$ cat src/rtl/sqm_pkg.sv
// Shared types and default sizes for the square-and-multiply modular exponentiator.
package sqm_pkg;

    localparam int unsigned SQM_WIDTH     = 8;
    localparam int unsigned SQM_EXP_WIDTH = 4;

    typedef enum logic [1:0] {
        IDLE = 2'd0,
        SQ   = 2'd1,
        MUL  = 2'd2,
        DONE = 2'd3
    } sqm_state_e;

endpackage : sqm_pkg

$ cat src/rtl/sqm_modmul.sv
// Combinational modular multiply: p_c = (a*b) mod m, full-width product, 0 when m==0.
module sqm_modmul
    import sqm_pkg::*;
#(
    parameter int unsigned WIDTH = SQM_WIDTH
) (
    input  logic [WIDTH-1:0] a,
    input  logic [WIDTH-1:0] b,
    input  logic [WIDTH-1:0] m,
    output logic [WIDTH-1:0] p_c
);

    localparam int unsigned PW = 2 * WIDTH;

    logic [PW-1:0] prod;
    logic [PW-1:0] rem;

    // Double-width product reduced without truncation; zero modulus yields 0.
    always_comb begin
        prod = PW'(a) * PW'(b);
        rem  = '0;
        if (m != '0) begin
            rem = prod % PW'(m);
        end
        p_c = WIDTH'(rem);
    end

endmodule : sqm_modmul

$ cat src/rtl/sqm_exp.sv
// Left-to-right square-and-multiply modular exponentiator: result = base^exp mod modulus.
// Optional macro SQM_EXP_CONST_TIME_EN makes every exponent bit cost one SQ plus one MUL.
module sqm_exp
    import sqm_pkg::*;
#(
    parameter int unsigned WIDTH     = SQM_WIDTH,
    parameter int unsigned EXP_WIDTH = SQM_EXP_WIDTH
) (
    input  logic                 clk,
    input  logic                 rst_n,
    input  logic                 in_valid,
    output logic                 in_ready,
    input  logic [WIDTH-1:0]     base,
    input  logic [EXP_WIDTH-1:0] exp,
    input  logic [WIDTH-1:0]     modulus,
    output logic                 out_valid,
    input  logic                 out_ready,
    output logic [WIDTH-1:0]     result,
    output logic                 err
);

    localparam int unsigned IW = (EXP_WIDTH > 1) ? $clog2(EXP_WIDTH) : 1;

    sqm_state_e           state_q, state_d;
    logic [WIDTH-1:0]     acc_q, acc_d;
    logic [WIDTH-1:0]     base_q, base_d;
    logic [WIDTH-1:0]     mod_q, mod_d;
    logic [EXP_WIDTH-1:0] exp_q, exp_d;
    logic [IW-1:0]        idx_q, idx_d;
    logic [WIDTH-1:0]     result_d;
    logic                 err_d;
    logic                 out_valid_d;
    logic                 in_ready_d;

    logic [WIDTH-1:0]     op_a, op_b, op_m;
    logic [WIDTH-1:0]     mm_p;
    logic [WIDTH-1:0]     mul_val;

    // Single shared multiplier: base reduction in IDLE, acc*acc in SQ, acc*base in MUL.
    sqm_modmul #(
        .WIDTH (WIDTH)
    ) u_modmul (
        .a   (op_a),
        .b   (op_b),
        .m   (op_m),
        .p_c (mm_p)
    );

    // State and datapath registers with synchronous active-low reset.
    always_ff @(posedge clk) begin
        if (!rst_n) begin
            state_q   <= IDLE;
            acc_q     <= '0;
            base_q    <= '0;
            mod_q     <= '0;
            exp_q     <= '0;
            idx_q     <= '0;
            result    <= '0;
            err       <= 1'b0;
            out_valid <= 1'b0;
            in_ready  <= 1'b1;
        end else begin
            state_q   <= state_d;
            acc_q     <= acc_d;
            base_q    <= base_d;
            mod_q     <= mod_d;
            exp_q     <= exp_d;
            idx_q     <= idx_d;
            result    <= result_d;
            err       <= err_d;
            out_valid <= out_valid_d;
            in_ready  <= in_ready_d;
        end
    end

    // Next-state, operand selection and register updates.
    always_comb begin
        state_d  = state_q;
        acc_d    = acc_q;
        base_d   = base_q;
        mod_d    = mod_q;
        exp_d    = exp_q;
        idx_d    = idx_q;
        result_d = result;
        err_d    = err;
        op_a     = acc_q;
        op_b     = acc_q;
        op_m     = mod_q;
        mul_val  = mm_p;

        unique case (state_q)
            IDLE: begin
                op_a = base;
                op_b = WIDTH'(1);
                op_m = modulus;
                if (in_valid && in_ready) begin
                    exp_d  = exp;
                    mod_d  = modulus;
                    base_d = mm_p;
                    idx_d  = IW'(EXP_WIDTH - 1);
                    if (modulus == '0) begin
                        err_d    = 1'b1;
                        result_d = '0;
                        state_d  = DONE;
                    end else begin
                        err_d   = 1'b0;
                        acc_d   = (modulus == WIDTH'(1)) ? '0 : WIDTH'(1);
                        state_d = SQ;
                    end
                end
            end

            SQ: begin
                acc_d = mm_p;
`ifdef SQM_EXP_CONST_TIME_EN
                state_d = MUL;
`else
                if (exp_q[idx_q]) begin
                    state_d = MUL;
                end else if (idx_q == '0) begin
                    result_d = mm_p;
                    state_d  = DONE;
                end else begin
                    idx_d = idx_q - IW'(1);
                end
`endif
            end

            MUL: begin
                op_b = base_q;
`ifdef SQM_EXP_CONST_TIME_EN
                // Multiply always runs; its product is kept only for set exponent bits.
                mul_val = exp_q[idx_q] ? mm_p : acc_q;
`endif
                acc_d = mul_val;
                if (idx_q == '0) begin
                    result_d = mul_val;
                    state_d  = DONE;
                end else begin
                    idx_d   = idx_q - IW'(1);
                    state_d = SQ;
                end
            end

            DONE: begin
                if (out_ready) begin
                    state_d = IDLE;
                end
            end

            default: state_d = IDLE;
        endcase

        out_valid_d = (state_d == DONE);
        in_ready_d  = (state_d == IDLE);
    end

endmodule : sqm_exp

$ cat config.mk
export PLATFORM = sky130hd
export DESIGN_NAME = sqm_exp
export DESIGN_NICKNAME = d
export VERILOG_FILES = /design/src/rtl/sqm_pkg.sv /design/src/rtl/sqm_modmul.sv /design/src/rtl/sqm_exp.sv
export SDC_FILE = /design/constraint.sdc
export NUM_CORES = 1
export LEC_CHECK = 0
export ABC_AREA = 1
export CORE_MARGIN = 2
export CORE_UTILIZATION = 24
export CTS_BUF_LIST = sky130_fd_sc_hd__clkbuf_16
export DETAILED_ROUTE_END_ITERATION = 12
export HOLD_SLACK_MARGIN = 0.08
export SYNTH_ARGS = -nofsm -noshare
export SYNTH_HDL_FRONTEND = slang
export SYNTH_SLANG_ARGS = --single-unit
export TNS_END_PERCENT = 10
$ cat constraint.sdc
create_clock -name clk -period 43.9 [get_ports clk]
set_clock_uncertainty 0.2 [all_clocks]
set_input_delay 8.78 -clock clk [delete_from_list [all_inputs] [get_ports clk]]
set_output_delay 8.78 -clock clk [all_outputs]
set_load 0.1 [all_outputs]
== After elaboration in Yosys (flattened, before gate mapping) ==
Cells that the tools add are included.
Operators by class
  add/subtract/negate cells: 1
  multiply operators: 1
  divide/modulo/power cells: 1
  order comparisons: 1
  equal/unequal tests: 9
  muxes and demuxes: 27
  reduce and logical (&&, ||, !) cells: 13
Operators by type and width (number)
  two-way mux 8 bit: 9
  one-hot mux 8 bit (2 select lines): 2
  one-hot mux 8 bit (3 select lines): 1
  two-way mux 2 bit: 9
  modulo 16 x 8 -> 16 bit: 1
  multiplier 8 x 8 -> 16 bit: 1
  == test 8 x 1 -> 1 bit (second input constant): 1
  zero test 8 bit: 1
  inequality test 2 bit (second input constant): 4
  one-hot mux 2 bit (4 select lines): 1
  nonzero test 8 bit: 1
  == test 2 bit (second input constant): 3
  zero test 2 bit: 3
  one-hot mux 2 bit (3 select lines): 1
  AND reduction 3 bit: 2
  AND reduction 4 bit: 1
  < comparator 2 x 3 -> 1 bit (second input constant): 1
  two-way mux 1 bit: 3
  nonzero test 3 bit: 1
  binary-select mux 1 bit (select 2 bit): 1
  == test 2 x 1 -> 1 bit (second input constant): 1
  AND reduction 2 bit: 1
  nonzero test 2 bit: 1
  OR reduction 2 bit: 1
  2 further kinds: 2
Storage, ports and cells
  flip-flop bits (word level): 43
  bits of input ports: 24
  word-level logic and storage cells: 63

== Logic depth before layout (Yosys ltp) ==
Gate-level depths: netlist (run 1).
  word-level depth: 8
  gate-level depth with buffers: 251

== By module ==
From an unflattened synthesis (run 1), not the netlist that was laid out.
Unflattened totals
  cells, all modules: 1626
  area, all modules: 10217.3 sq um
By module, submodules not included
  sqm_modmul: instances 1, cells an instance 1295, area an instance 8021.4 sq um
  sqm_exp: instances 1, cells an instance 331, area an instance 2195.9 sq um

== Worst setup path before layout (run 1) ==
Ideal clock, no wire load.
  kind: input to register
  from: in base[2]
  to: reg result[4]
  setup time: 0.071 ns
  data arrival time: 39.132 ns
  data required time: 43.629 ns
  path slack: 4.497 ns
  stages: 241
  cell sequence: nand2_1 o21ai_0 inv_1 nor2_1 fa_1 fa_1 fa_1 inv_1 fa_1 inv_1 ha_1 nand2_1 nand2_1 nand2_1 nand2_1 nand2_1 nand3_1 nand2_1 [... 205 more ...] o21ai_0 inv_1 ha_1 nand2_1 nor2_1 a211oi_1 o21ai_0 o21ai_0 nand2_1 a21oi_1 nand2_1 nor2_1 nand2_1 nor2_8 nand2_4 nand2_2 nand4_1 a21oi_1
Between the ends
  longest elaborated chain between the ends: 7
Ends and longest elaborated chain
  start, declared: RTL line sqm_exp.sv:13  | input logic [WIDTH-1:0] base,
  two-way mux 8 bit (*): RTL line sqm_exp.sv:91  | unique case (state_q)
  multiplier 8 x 8 -> 16 bit (*): RTL line sqm_modmul.sv:20  | prod = PW'(a) * PW'(b);
  modulo 16 x 8 -> 16 bit (*): RTL line sqm_modmul.sv:23  | rem = prod % PW'(m);
  two-way mux 8 bit (*): RTL line sqm_modmul.sv:22  | if (m != '0) begin
  two-way mux 8 bit (*): RTL line sqm_exp.sv:120, sqm_exp.sv:136
  two-way mux 8 bit: RTL line sqm_exp.sv:118  | if (exp_q[idx_q]) begin
  one-hot mux 8 bit (3 select lines) (*): RTL line sqm_exp.sv:91
  end signal, assigned: RTL line sqm_exp.sv:69  | result <= result_d;
  end, declared: RTL line sqm_exp.sv:18  | output logic [WIDTH-1:0] result,
Every way passes the cells marked *; elsewhere a longest branch is shown, timed or not. The select of a mux whose other input is x is not followed.
A chain may end at the register's enable or synchronous reset.

== Worst setup path after layout (run 1) ==
  from: in base[2]
  to: reg result[2]
Same word-level chain as after synthesis.

==> results.py, run 1 <==
metrics = {
    "cts": {
        "hold_buffers": 0,
        "cts-root-buf": "clkbuf_16",
        "cts_tree": "done",
        "clk_latency_ns": 0.28,
        "cts-buffers-inserted": 5,
        "cts_max_level": 2,
        "cts_sinks": 43,
        "clk_pin_slew_worst_paths_ns": 0.06,
        "clk_path_buf_depth": 2,
    },
    "global_routing": {
        "gr-usage-all-layers_pct": 10.7,
        "overflow": 0,
        "grt_max_degree": 36,
        "first_global_vias": 8559,
        "grt_antenna_before_repair": 0,
        "grt_pass1_wl_um": 38900,
    },
    "setup_path": {
        "endpoint": "result[2]",
        "path_buf_inv": 33,
        "path_depth": 238,
        "cp_slowest_stage_delay_ns": 0.54,
        "critPathKind": "input pin to register",
        "crit_top_cell": "nand2_1",
        "startpoint_type": "input pin",
        "cp_data_required_time_ns": 43.91,
        "crit_slowest_cell": "fa_1",
        "crit_family": "simple AND/OR/NAND/NOR gates",
        "rrSetupSlack_ns": 10.79,
        "crit_start": "base[2]",
        "reg2reg_from": "state_q[0]",
        "reg2reg_to": "result[2]",
        "arrival_ns": 40.68,
        "reg2reg_depth": 239,
        "endpoint_kind": "register",
        "critPathMaxFanout": 18,
    },
    "floorplanning": {
        "core_sq_mm": 0.0395,
        "num_rows": 73,
        "initial_core_util_pct": 24.2,
        "dieHeight_um": 204,
        "die_w_um": 204,
        "die-area_sq_mm": 0.0414,
        "io_pins": 35,
    },
    "layout": {
        "multi_input_area_sq_mm": 0.00783,
        "synthToLayoutAreaGrowth_pct": 16.0,
        "fin_nets": 1723,
        "fill_cells": 4306,
        "seq_area_sq_um": 861,
        "n_antenna_cell": 0,
        "drive_above_1_share_pct": 11.7,
        "final_util_pct": 28.0,
    },
    "timing": {
        "slew_headroom_pct": 32.3,
        "tightestPinTransition_ns": 1.01,
        "min_period_ns": 40.67,
        "finalSetupViolCount": 0,
        "hold_viol_final": 0,
        "fin_crit_sh_pct": 92.6,
        "max_freq_mhz": 24.6,
        "final_max_slew_viol_count": 0,
        "fin_hold_ws_ns": 0.261,
    },
    "yosys": {
        "synth.most_common_cell": "nand2_1",
        "synthTopCellsByCount": "nand2_1, inv_1, ha_1, nor2_1, o21ai_0",
        "yosys.area.top_type_share_pct": 18.7,
        "synth_seq_cells": 43,
        "synth_area_leader_cell": "ha_1",
        "synthCells": 1465,
        "synth_edf_count": 0,
        "yosysSeqAreaShare_pct": 9.01,
        "synth_nets": 1669,
        "avgSynthCellArea_sq_um": 6.52,
        "yosys.cell_types.count": 49,
        "synth_flop_cell": "dfxtp_1",
        "yosys-top-cells-area": "ha_1, nand2_1, inv_1, dfxtp_1, fa_1",
        "synth_area_sq_mm": 0.00956,
        "synthArstFlopShare_pct": 0,
        "yosysWarnings": 0,
    },
    "min_path": {
        "hold_class": "register to register",
        "hold_start": "mod_q[1]",
    },
    "drt": {
        "drc": 0,
        "wl_um": 22700,
        "vias": 9189,
        "drtIter0Drc": 407,
        "wl_per_cell_um": 11.1,
        "drt_pre_antenna_iters": 5,
        "vias_per_cell": 4.49,
        "ant_nets": 0,
    },
    "placed_design": {
        "gp_congestion": 0.841,
        "io_buffers": 34,
        "dp_hpwl_um": 18600,
    },
    "status": {
        "status": "finished clean",
    },
    "run": {
        "cap_violations": 0,
    },
}
==> cell families after synthesis <==
| logic type | share of synthesized area [%] |
|---|---|
| compound gates | 16.4 |
| flops | 9.01 |
| xor+xnor | 6.87 |
| buf+inv | 10.7 |
| fa+ha+maj | 26.5 |
| simple gates | 30.5 |
==> worst min path at each step <==
stage	depth (start not counted)	to	slack (ns)
floorplan	2	exp_q[0]	0.22
CTS	2	mod_q[1]	0.26
finish	2	mod_q[1]	0.26
global placement	2	mod_q[3]	0.24
global route	2	mod_q[1]	0.28
detailed placement	2	mod_q[1]	0.25
==> routing by layer <==
metal,vias up,part of all wire (%),track usage (%)
met1,4205,49,14.7
li1,4883,-,-
met2,91,48,19.1
met4,0,0.47,1.09
met3,10,1.9,0.559
met5,-,0,0
==> stage by stage <==
stage	setup WS (ns)	area (sq um)	setup TNS (ns)	cells
6_report	3.23	11100	0	2045
5_1_grt	-0.206	11100	-2.97	2045
4_1_cts	0.688	10700	0	2020
3_5_place_dp	0.504	10500	0	2012
3_3_place_gp	1.45	10500	0	2012
2_1_floorplan	4.50	9560	0	1465
==> cell usage in the layout, fill, tap and decap left out, types with 9 or more instances in the layout <==
master           instances
inv_2                   12
nand2_1                299
o21bai_1                14
xor2_1                  36
o21ai_0                101
nand2_2                 30
ha_1                   142
buf_4                   33
nor3_1                   9
a21o_1                  28
o21ai_1                 19
nand3_2                 22
fa_1                    37
nor2_1                 116
clkdlybuf4s50_1         34
inv_1                  226
nor2_2                  16
xnor2_1                 39
dfxtp_1                 43
nand3_1                 70
a21oi_1                 65
or2_2                   10
nand4_1                 24
o21ai_2                 14
==> state kept, by name (all words and copies together), names as in the netlist <==
name,count
acc_q,8
base_q,8
err,1
exp_q,4
idx_q,2
in_ready,1
mod_q,8
out_valid,1
result,8
state_q,2
==> timing repair <==
item,in CTS,in global routing
resized for setup,0,56
setup endpoints to repair,0,24
buffers inserted,0,23
==> worst min-delay path, cell delays in order, from the launching register on <==
cell and delay, ns:
dfxtp_1 0.30, inv_1 0.06, a21oi_1 0.06
==> cell type report <==
cell class / count / share of cell area [%]
clock buffers: 5 / 1.13
multi-input cells: 1154 / 70.6
repair buffers: 68 / 5.49
well taps: 525 / 5.93
repair inverters: 1 / 0.0452
clock inverters: 3 / 0.576
flip-flops and latches: 43 / 7.77
inverters: 246 / 8.48
Power of run 1 is left out: the tool's default activity adds up to more than one toggle a clock period on the data nets, which glitch-free logic cannot reach.
==> inputs of run 2 (changes only) <==
REMOVE_ABC_BUFFERS = 1   (was unset)
==> results.py, run 2 (synthesis results as in run 1) <==
metrics = {
    "layout": {
        "layoutNonFillerInstCount": 2039,
        "fill_cells": 4313,
        "fin_nets": 1717,
        "n_antenna_cell": 0,
        "synthToLayoutAreaGrowth_pct": 15.2,
        "drive_above_1_share_pct": 11.6,
        "layout_common_cells": "nand2_1, inv_1, ha_1",
        "mostFrequentLayoutCell": "nand2_1",
    },
    "timing": {
        "finalSetupViolCount": 0,
        "min_period_ns": 40.52,
        "fin_hold_ws_ns": 0.251,
        "worst_slack_ns": 3.38,
        "final_max_slew_viol_count": 0,
        "slew_headroom_pct": 31.2,
        "tightestPinTransition_ns": 1.03,
        "hold_viol_final": 0,
        "max_freq_mhz": 24.7,
        "fin_crit_sh_pct": 92.3,
    },
    "setup_path": {
        "arrival_ns": 40.53,
        "crit_slowest_cell": "fa_1",
        "crit_family": "compound AO/OA/AOI/OAI gates",
        "startpoint_type": "input pin",
        "cp_data_required_time_ns": 43.91,
        "endpoint_kind": "register",
        "critPathMaxFanout": 18,
        "crit_top_cell": "nand2_1",
        "critPathKind": "input pin to register",
        "path_buf_inv": 35,
        "cp_slowest_stage_delay_ns": 0.53,
    },
    "global_routing": {
        "grt_max_degree": 36,
        "first_global_vias": 8737,
        "gr-usage-all-layers_pct": 11.1,
        "grt_antenna_before_repair": 0,
        "grt_pass1_wl_um": 39700,
        "overflow": 0,
    },
    "drt": {
        "wl_per_cell_um": 11.4,
        "drc": 0,
        "drtIter0Drc": 379,
        "drt_pre_antenna_iters": 4,
        "ant_nets": 0,
        "vias_per_cell": 4.46,
        "vias": 9099,
        "wl_um": 23200,
    },
    "cts": {
        "hold_buffers": 0,
        "clk_path_buf_depth": 2,
        "cts-root-buf": "clkbuf_16",
        "cts_max_level": 2,
        "cts_sinks": 43,
        "clk_latency_ns": 0.28,
        "clk_pin_slew_worst_paths_ns": 0.06,
        "cts_tree": "done",
        "cts-buffers-inserted": 5,
    },
    "floorplanning": {
        "die-area_sq_mm": 0.0414,
        "io_pins": 35,
        "initial_core_util_pct": 24.2,
        "dieHeight_um": 204,
        "die_w_um": 204,
        "num_rows": 73,
        "core_sq_mm": 0.0395,
    },
    "min_path": {
        "hold_class": "register to register",
    },
    "placed_design": {
        "dp_hpwl_um": 19100,
        "io_buffers": 34,
        "preCtsSetupSlack_ns": 0.847,
        "place_inst": 2012,
        "gp_congestion": 0.828,
    },
    "run": {
        "cap_violations": 0,
    },
    "status": {
        "status": "finished clean",
    },
}
[run 2: cell types whose count changed in the layout (fill, tap and decap cells not counted), sizes merged]
cell,delta
a21oi,-1
clkinv,+2
bufinv,-1
buf,-5
inv,-1
[run 2: cell type report]
cell class	instances	area (sq um)	area share (%)
multi-input combinational	1153	7800	70.9
inverter	246	942	8.56
sequential	43	861	7.82
tap	525	657	5.97
timing repair buffer	63	571	5.18
clock buffer	5	125	1.14
clock inverter	3	43.8	0.398
timing repair inverter	1	5.00	0.0455
[run 2: worst register-to-register path: cells and delay by family, from the launching register on]
family	cells	cell delay (ns)
compound gates	70	10.98
simple gates	111	10.67
fa+ha+maj	22	7.37
buf+inv	36	3.25
flops	1	0.35
[run 2: path summary, 6_finish.rpt]
| path | from | to | slack [ns] | cells past startpoint |
|---|---|---|---|---|
| worst max-delay path | base[2] | result[3] | 3.38 | 237 |
| worst min-delay path | exp_q[2] | exp_q[2] | 0.25 | 2 |
| worst max register to register | state_q[0] | result[3] | 10.93 | 239 |
| worst min register to register | exp_q[2] | exp_q[2] | 0.25 | 2 |
[run 2: metrics by stage]
stage | cell area (sq um) | util, % | setup TNS, ns
final | 11000 | 27.8 | 0
after detailed placement | 10500 | 26.6 | 0
after floorplan | 9460 | - | 0
after global placement | 10500 | 26.6 | 0
after CTS | 10700 | 27.1 | 0
after global routing | 11000 | 27.8 | -0.796
[run 2: repair_timing]
item,in CTS,in global routing
setup endpoints to repair,0,24
gates resized for setup,0,59
setup buffers,0,18
[run 2: routing by layer]
layer	wire length, um	share of wire, %	up-vias	GRT usage, %
li1	-	-	4861	-
met1	11400	49	4117	15.1
met2	10800	47	104	19.4
met3	699	3.0	17	0.991
met4	203	0.88	0	1.25
met5	0	0	-	0
Power of run 2 is left out for the same reason.
